<file path="src/rtl/sram_bus_arbiter_if.sv">
// Pipeline-facing request/ack ports and board SRAM pins of the shared SRAM arbiter.
// The arbiter takes the slave view; the pipeline/board side takes the master view.
interface sram_bus_arbiter_if #(
    parameter int ADDR_W = 20
);
    logic              if_req;
    logic [31:0]       if_addr;
    logic [31:0]       if_rdata;
    logic              if_ack;
    logic              d_req;
    logic              d_we;
    logic [3:0]        d_be;
    logic [31:0]       d_addr;
    logic [31:0]       d_wdata;
    logic [31:0]       d_rdata;
    logic              d_ack;
    logic [ADDR_W-1:0] ram_addr;
    logic [31:0]       ram_wdata;
    logic [31:0]       ram_rdata;
    logic              ram_ce_n;
    logic              ram_oe_n;
    logic              ram_we_n;
    logic [3:0]        ram_be_n;
    logic              stall_if;
    logic              stall_mem;

    modport slave (
        input  if_req, if_addr, d_req, d_we, d_be, d_addr, d_wdata, ram_rdata,
        output if_rdata, if_ack, d_rdata, d_ack, ram_addr, ram_wdata,
               ram_ce_n, ram_oe_n, ram_we_n, ram_be_n, stall_if, stall_mem
    );

    modport master (
        output if_req, if_addr, d_req, d_we, d_be, d_addr, d_wdata, ram_rdata,
        input  if_rdata, if_ack, d_rdata, d_ack, ram_addr, ram_wdata,
               ram_ce_n, ram_oe_n, ram_we_n, ram_be_n, stall_if, stall_mem
    );
endinterface

</file>
<file path="src/rtl/sram_bus_arbiter.sv">
// Shares one async SRAM between the IF (read-only) and MEM (read/write) ports.
// Latency: ack WAIT_CYCLES+1 cycles after req is sampled; grants spaced WAIT_CYCLES+2 apart.
// Backpressure: req held until ack, stall_if/stall_mem flag waiting ports; ARB_FAIR_EN alternates grants.
module sram_bus_arbiter #(
    parameter int WAIT_CYCLES = 2,
    parameter int ADDR_W      = 20
) (
    input  logic              clk,
    input  logic              rst,
    sram_bus_arbiter_if.slave bus
);
    localparam int               CNT_W    = $clog2(WAIT_CYCLES);
    localparam logic [CNT_W-1:0] CNT_LAST = CNT_W'(WAIT_CYCLES - 1);

    typedef enum logic [1:0] {IDLE = 2'd0, ACCESS = 2'd1, DONE = 2'd2} state_t;

    state_t            state, state_nxt;
    logic [CNT_W-1:0]  cnt, cnt_nxt;
    logic              grant_d, grant_i, grant;
    logic              own_d, lat_we, sel_we;
    logic [3:0]        lat_be, sel_be;

    logic              ce_n_q, oe_n_q, we_n_q, if_ack_q, d_ack_q;
    logic              ce_n_nxt, oe_n_nxt, we_n_nxt, if_ack_nxt, d_ack_nxt;
    logic [3:0]        be_n_q, be_n_nxt;
    logic [ADDR_W-1:0] addr_q;
    logic [31:0]       wdata_q, if_rdata_q, d_rdata_q, if_rdata_nxt, d_rdata_nxt;

`ifdef ARB_FAIR_EN
    logic last_d;

    always_ff @(posedge clk) begin
        if (rst)        last_d <= 1'b0;
        else if (grant) last_d <= grant_d;
    end

    // On contention the port that did not own the previous access wins.
    always_comb begin
        grant_d = 1'b0;
        grant_i = 1'b0;
        if (state == IDLE) begin
            if (bus.d_req && bus.if_req) begin
                grant_d = ~last_d;
                grant_i = last_d;
            end else begin
                grant_d = bus.d_req;
                grant_i = bus.if_req;
            end
        end
    end
`else
    always_comb begin
        grant_d = 1'b0;
        grant_i = 1'b0;
        if (state == IDLE) begin
            grant_d = bus.d_req;
            grant_i = bus.if_req & ~bus.d_req;
        end
    end
`endif

    assign grant = grant_d | grant_i;

    // Attributes of the access being started this edge, or of the one in flight.
    always_comb begin
        sel_we = lat_we;
        sel_be = lat_be;
        if (grant_d) begin
            sel_we = bus.d_we;
            sel_be = bus.d_be;
        end else if (grant_i) begin
            sel_we = 1'b0;
            sel_be = 4'hF;
        end
    end

    always_ff @(posedge clk) begin
        if (rst) begin
            state <= IDLE;
            cnt   <= '0;
        end else begin
            state <= state_nxt;
            cnt   <= cnt_nxt;
        end
    end

    always_comb begin
        state_nxt = state;
        cnt_nxt   = cnt;
        case (state)
            IDLE: begin
                if (grant) begin
                    state_nxt = ACCESS;
                    cnt_nxt   = '0;
                end
            end
            ACCESS: begin
                if (cnt == CNT_LAST) begin
                    state_nxt = DONE;
                    cnt_nxt   = '0;
                end else begin
                    cnt_nxt = cnt + 1'b1;
                end
            end
            DONE:    state_nxt = IDLE;
            default: state_nxt = IDLE;
        endcase
    end

    // Next values of the registered pins; write enable waits one cycle for address setup.
    always_comb begin
        ce_n_nxt     = 1'b1;
        oe_n_nxt     = 1'b1;
        we_n_nxt     = 1'b1;
        be_n_nxt     = 4'hF;
        if_ack_nxt   = 1'b0;
        d_ack_nxt    = 1'b0;
        if_rdata_nxt = if_rdata_q;
        d_rdata_nxt  = d_rdata_q;
        if (state_nxt == ACCESS) begin
            ce_n_nxt = 1'b0;
            oe_n_nxt = sel_we;
            we_n_nxt = ~(sel_we && (cnt_nxt != '0));
            be_n_nxt = sel_we ? ~sel_be : 4'h0;
        end
        if (state == ACCESS && state_nxt == DONE) begin
            if (own_d) begin
                d_ack_nxt = 1'b1;
                if (!lat_we) d_rdata_nxt = bus.ram_rdata;
            end else begin
                if_ack_nxt   = 1'b1;
                if_rdata_nxt = bus.ram_rdata;
            end
        end
    end

    always_ff @(posedge clk) begin
        if (rst) begin
            ce_n_q     <= 1'b1;
            oe_n_q     <= 1'b1;
            we_n_q     <= 1'b1;
            be_n_q     <= 4'hF;
            if_ack_q   <= 1'b0;
            d_ack_q    <= 1'b0;
            if_rdata_q <= '0;
            d_rdata_q  <= '0;
            addr_q     <= '0;
            wdata_q    <= '0;
            own_d      <= 1'b0;
            lat_we     <= 1'b0;
            lat_be     <= 4'h0;
        end else begin
            ce_n_q     <= ce_n_nxt;
            oe_n_q     <= oe_n_nxt;
            we_n_q     <= we_n_nxt;
            be_n_q     <= be_n_nxt;
            if_ack_q   <= if_ack_nxt;
            d_ack_q    <= d_ack_nxt;
            if_rdata_q <= if_rdata_nxt;
            d_rdata_q  <= d_rdata_nxt;
            if (grant) begin
                own_d   <= grant_d;
                lat_we  <= sel_we;
                lat_be  <= sel_be;
                addr_q  <= grant_d ? bus.d_addr[ADDR_W+1:2] : bus.if_addr[ADDR_W+1:2];
                wdata_q <= grant_d ? bus.d_wdata : 32'h0;
            end
        end
    end

    assign bus.ram_ce_n  = ce_n_q;
    assign bus.ram_oe_n  = oe_n_q;
    assign bus.ram_we_n  = we_n_q;
    assign bus.ram_be_n  = be_n_q;
    assign bus.ram_addr  = addr_q;
    assign bus.ram_wdata = wdata_q;
    assign bus.if_ack    = if_ack_q;
    assign bus.d_ack     = d_ack_q;
    assign bus.if_rdata  = if_rdata_q;
    assign bus.d_rdata   = d_rdata_q;
    assign bus.stall_if  = bus.if_req & ~if_ack_q;
    assign bus.stall_mem = bus.d_req & ~d_ack_q;
endmodule
</file>
<file path="src/flat_wrapper.sv">
// flat-port wrapper written by rule: the top's interface ports become plain ports
module sram_bus_arbiter_flat 
#(
    parameter int WAIT_CYCLES = 2,
    parameter int ADDR_W      = 20
)
  (clk, rst, bus_if_req, bus_if_addr, bus_d_req, bus_d_we, bus_d_be, bus_d_addr, bus_d_wdata, bus_ram_rdata, bus_if_rdata, bus_if_ack, bus_d_rdata, bus_d_ack, bus_ram_addr, bus_ram_wdata, bus_ram_ce_n, bus_ram_oe_n, bus_ram_we_n, bus_ram_be_n, bus_stall_if, bus_stall_mem);
  sram_bus_arbiter_if #(.ADDR_W(ADDR_W)) bus_i ();
  input  logic clk;
  input  logic rst;
  input wire logic [$bits(bus_i.if_req)-1:0] bus_if_req;
  input wire logic [$bits(bus_i.if_addr)-1:0] bus_if_addr;
  input wire logic [$bits(bus_i.d_req)-1:0] bus_d_req;
  input wire logic [$bits(bus_i.d_we)-1:0] bus_d_we;
  input wire logic [$bits(bus_i.d_be)-1:0] bus_d_be;
  input wire logic [$bits(bus_i.d_addr)-1:0] bus_d_addr;
  input wire logic [$bits(bus_i.d_wdata)-1:0] bus_d_wdata;
  input wire logic [$bits(bus_i.ram_rdata)-1:0] bus_ram_rdata;
  output wire logic [$bits(bus_i.if_rdata)-1:0] bus_if_rdata;
  output wire logic [$bits(bus_i.if_ack)-1:0] bus_if_ack;
  output wire logic [$bits(bus_i.d_rdata)-1:0] bus_d_rdata;
  output wire logic [$bits(bus_i.d_ack)-1:0] bus_d_ack;
  output wire logic [$bits(bus_i.ram_addr)-1:0] bus_ram_addr;
  output wire logic [$bits(bus_i.ram_wdata)-1:0] bus_ram_wdata;
  output wire logic [$bits(bus_i.ram_ce_n)-1:0] bus_ram_ce_n;
  output wire logic [$bits(bus_i.ram_oe_n)-1:0] bus_ram_oe_n;
  output wire logic [$bits(bus_i.ram_we_n)-1:0] bus_ram_we_n;
  output wire logic [$bits(bus_i.ram_be_n)-1:0] bus_ram_be_n;
  output wire logic [$bits(bus_i.stall_if)-1:0] bus_stall_if;
  output wire logic [$bits(bus_i.stall_mem)-1:0] bus_stall_mem;
  assign bus_i.if_req = bus_if_req;
  assign bus_i.if_addr = bus_if_addr;
  assign bus_i.d_req = bus_d_req;
  assign bus_i.d_we = bus_d_we;
  assign bus_i.d_be = bus_d_be;
  assign bus_i.d_addr = bus_d_addr;
  assign bus_i.d_wdata = bus_d_wdata;
  assign bus_i.ram_rdata = bus_ram_rdata;
  assign bus_if_rdata = bus_i.if_rdata;
  assign bus_if_ack = bus_i.if_ack;
  assign bus_d_rdata = bus_i.d_rdata;
  assign bus_d_ack = bus_i.d_ack;
  assign bus_ram_addr = bus_i.ram_addr;
  assign bus_ram_wdata = bus_i.ram_wdata;
  assign bus_ram_ce_n = bus_i.ram_ce_n;
  assign bus_ram_oe_n = bus_i.ram_oe_n;
  assign bus_ram_we_n = bus_i.ram_we_n;
  assign bus_ram_be_n = bus_i.ram_be_n;
  assign bus_stall_if = bus_i.stall_if;
  assign bus_stall_mem = bus_i.stall_mem;
  sram_bus_arbiter #(.WAIT_CYCLES(WAIT_CYCLES), .ADDR_W(ADDR_W)) u_core (.clk(clk), .rst(rst), .bus(bus_i));
endmodule
</file>
<file path="config.mk">
export PLATFORM = sky130hd
export DESIGN_NAME = sram_bus_arbiter_flat
export DESIGN_NICKNAME = d
export VERILOG_FILES = /design/src/rtl/sram_bus_arbiter_if.sv /design/src/rtl/sram_bus_arbiter.sv /design/src/flat_wrapper.sv
export SDC_FILE = /design/constraint.sdc
export NUM_CORES = 1
export LEC_CHECK = 0
export BUFFER_PORTS_ARGS = -buffer_cell sky130_fd_sc_hd__buf_2
export CAP_MARGIN = 20
export CELL_PAD_IN_SITES_DETAIL_PLACEMENT = 1
export CELL_PAD_IN_SITES_GLOBAL_PLACEMENT = 1
export CORE_UTILIZATION = 33
export DETAILED_ROUTE_END_ITERATION = 8
export GPL_ROUTABILITY_DRIVEN = 0
export PLACE_DENSITY_LB_ADDON = 0.12
export SLEW_MARGIN = 10
export SYNTH_ARGS = -nofsm -noshare
export SYNTH_HDL_FRONTEND = slang
export SYNTH_SLANG_ARGS = --single-unit
</file>
<file path="constraint.sdc">
create_clock -name clk -period 3.35 [get_ports clk]
set_input_delay 0.67 -clock clk [delete_from_list [all_inputs] [get_ports clk]]
set_output_delay 0.67 -clock clk [all_outputs]
set_load 0.005 [all_outputs]
</file>
==> impl_results.md <==
- Status: completed
- Port Buffer Count: 239
- Post-synth EDFFs: 0
- Maximum root-to-sink buffer count: 2
- Synth Cell Area: 4630 um^2
- Row count: 42
- Slack of the critical path: between 1 and 1.5 ns
- Core area: 13,500 um^2
- I/O pins: between 200 and 300
- Total power: roughly 3.8 mW
- CP required: 3.65 ns
- CP Capture Type: register
- Most used cell, CP: nor2_1
- Peak supply drop: roughly 0.32 mV
- Final slew viol count: 0
- GRT overflow: 0
- N_diodes: 0
- Initial antenna violation count: 0
- CTS Hold Bufs: 0
- Post-Synth Simple-Gate Area: between 10% and 20%
- Number of global-route vias before repair: 4,615
- Post-route clock period utilization: 64.2%
- Slowest-stage cell, CP: o21a_1
- Critical Path AT: 2.45 ns
- CTS Sinks: 134
- Critical path type: register to register
- Bufs and invs on worst path: 1
- CP delay by family, top: compound AO/OA/AOI/OAI gates
- ANT nets after route: 0
- Share of cells above drive strength 1: roughly 37%
- Synth-to-layout area growth: 40.5%
- Non-filler cells, final: 934
- RSZ-0062 raised after global routing: no
- Relative slew slack: 44.7%
- PD cells: 590 nW/um^2
- Clock Pin Slew Worst Setup and Hold Paths: 0.05 ns
- Largest family of logic cells by synthesized area: simple AND/OR/NAND/NOR gates
- Crit path cell chain: nor2_1, o21a_1, buf_4, nor2_1, a311oi_1
- First drt pass iteration count: 4
- Ys Warns: 0
- Mean Syn Cell Area: 8.94 um^2
- Setup Viol. Count Final: 0
- Fin. Hold Viols: 0
- Largest net degree at the start of global routing: 64
- Via density per instance: approximately 4.8
- Lkg Pwr: 3.00 nW
- Post-detail-place hpwl: roughly 10000 um
- Nets@finish: 882
- Die width: about 120 um
- Initial Util: 34.4%
- Adder-cell share of the synthesized area: 0%
- Worst skew pair latency: 0.41 ns
- Iter 0 DRT Violations: 213
- Postcts setup bufs: 0
- Compound-Gate Fraction of Synth Area: 18.7%
- Worst Hold Class: register to register
- TritonCTS clock tree: yes
- Worst-margin pin slew: 0.828 ns
- Crit Path Max Fanout: 26
- Clock Tree Root: clkbuf_16
- Ys async rst share: 0%
- Total routed wirelength: 14,200 um
- Post-cts gate resize count: 0
- Clock skew: 0.00629 ns
- Dpl cells: 902
- Die ar.: 14,500 um^2
- Max Freq: 465 MHz
- Hold_ws: 0.452 ns
- Gr usage total: about a fifth
- DRC errors left: 0
- Worst setup SP type: register
- Distinct cells, synth: 28
- Routed vias: 4,527
- Syn Inst Count: 518
- Synth Register Bits: about 130
- Fin crit period: 2.15 ns
- Worst path max stage delay: 0.64 ns
- DIE HEIGHT: roughly 120 um
- H-tree level count: 4
- Wirelength per Cell: 15.2 um
- First-pass GRT wire length: about 23,000 um
- Mapped Nets: 655
- Max cap viols: 0
- Primary FF master, synth: dfxtp_1
- Post-synthesis sequential area ratio: between 50 and 60%
- CTS Buf Count: 17
- Post-place setup slack: 0.995 ns
- XOR/XNOR Fraction of Synth Area: 0.189%
- Mux cell area share after synthesis: 0%
- Setup tns final: 0 ns
[worst min-delay path, cell delays in order, from the launching register on]
cell     delay, ns
dfxtp_1       0.30
nand2_1       0.05
a21oi_1       0.05
[per-stage QoR]
| stage | area [um^2] | util (%) |
|---|---|---|
| floorplan | 4630 | - |
| global placement | 5940 | 44.2 |
| detailed placement | 5940 | 44.2 |
| CTS | 6510 | 48.4 |
| global route | 6510 | 48.4 |
| finish | 6510 | 48.4 |
[synthesized netlist by cell type, types with 2 or more instances]
cell / n / area, um^2
a21oi_1: 65 / 325
a22o_1: 32 / 280
a311oi_1: 19 / 166
and2_1: 2 / 12.5
buf_2: 16 / 80.1
buf_6: 3 / 33.8
clkbuf_1: 20 / 75.1
dfxtp_1: 134 / 2680
nand2_1: 170 / 638
nor2_1: 24 / 90.1
nor2b_1: 7 / 43.8
nor3_1: 2 / 10.0
nor4b_2: 2 / 30.0
o21ai_0: 5 / 25.0
o22a_1: 4 / 35.0
[cell type report]
cell class                 instances  area, um^2
clock inverter                     9        75.1
multi-input combinational        343        1770
clock buffer                      23         488
tap                              176         220
inverter                           1        3.75
timing repair buffer             248        1270
sequential                       134        2680
fill                            1669        6950
[cell usage in the layout, fill, tap and decap left out]
| cell | count |
|---|---|
| a21oi_1 | 65 |
| a221o_1 | 1 |
| a22o_1 | 32 |
| a22oi_1 | 1 |
| a311oi_1 | 19 |
| and2_1 | 2 |
| and3b_1 | 1 |
| buf_2 | 238 |
| buf_4 | 10 |
| bufinv_16 | 1 |
| clkbuf_1 | 2 |
| clkbuf_16 | 17 |
| clkbuf_8 | 4 |
| clkinv_2 | 6 |
| clkinvlp_4 | 2 |
| dfxtp_1 | 134 |
| inv_1 | 1 |
| nand2_1 | 170 |
| nand3b_1 | 1 |
| nand4bb_1 | 1 |
| nor2_1 | 24 |
| nor2_2 | 1 |
| nor2b_1 | 7 |
| nor3_1 | 2 |
| nor4b_1 | 1 |
| nor4b_4 | 2 |
| o21a_1 | 1 |
| o21ai_0 | 5 |
| o22a_1 | 4 |
| o311a_1 | 1 |
| or4b_1 | 1 |
| xnor2_1 | 1 |
[where the power goes]
part | internal (mW) | switching [mW] | leakage (nW)
Sequential | 1.68 | 0.0395 | 1.09
Combinational | 0.171 | 0.196 | 1.63
Clock | 1.09 | 0.666 | 0.279
[sequential cells by signal (all words and copies together) (netlist names)]
name                  count
u_core.state              2
u_core.lat_be             4
u_core.bus.if_ack         1
u_core.lat_we             1
u_core.bus.ram_oe_n       1
u_core.bus.ram_addr      20
u_core.bus.if_rdata      32
u_core.own_d              1
u_core.bus.ram_we_n       1
u_core.bus.ram_be_n       4
u_core.bus.ram_ce_n       1
u_core.cnt                1
u_core.bus.d_rdata       32
u_core.bus.ram_wdata     32
u_core.bus.d_ack          1
[routing by layer]
| layer | wire [um] | global-route usage [%] | up-vias |
|---|---|---|---|
| met1 | 6030 | 23.3 | 2174 |
| met2 | 7190 | 34.7 | 133 |
| li1 | - | - | 2208 |
| met4 | 163 | 6.71 | 0 |
| met5 | 0 | 0 | - |
| met3 | 839 | 5.61 | 12 |
[cell families (layout without fill, tap and decap cells)]
kind of cell,after synthesis,count (layout)
AOI/OAI and AO/OA,129,129
xor gates and xnor gates,1,1
buffers and inverters,41,281
DFF,134,134
and+or+nand+nor,213,213
[final timing paths]
kind / from / endpoint / slack, ns / cells past startpoint
worst max register to register: u_core.state[1]$_SDFF_PP0_ / u_core.bus.ram_addr[13]$_SDFFE_PP0P_ / 1.20 / 5
worst min register to register: u_core.bus.if_rdata[23]$_SDFFE_PP0P_ / u_core.bus.if_rdata[23]$_SDFFE_PP0P_ / 0.45 / 2
worst min-delay path: u_core.bus.if_rdata[23]$_SDFFE_PP0P_ / u_core.bus.if_rdata[23]$_SDFFE_PP0P_ / 0.45 / 2
worst max-delay path: u_core.state[1]$_SDFF_PP0_ / u_core.bus.ram_addr[13]$_SDFFE_PP0P_ / 1.20 / 5
(Power assumes the default switching activity.)
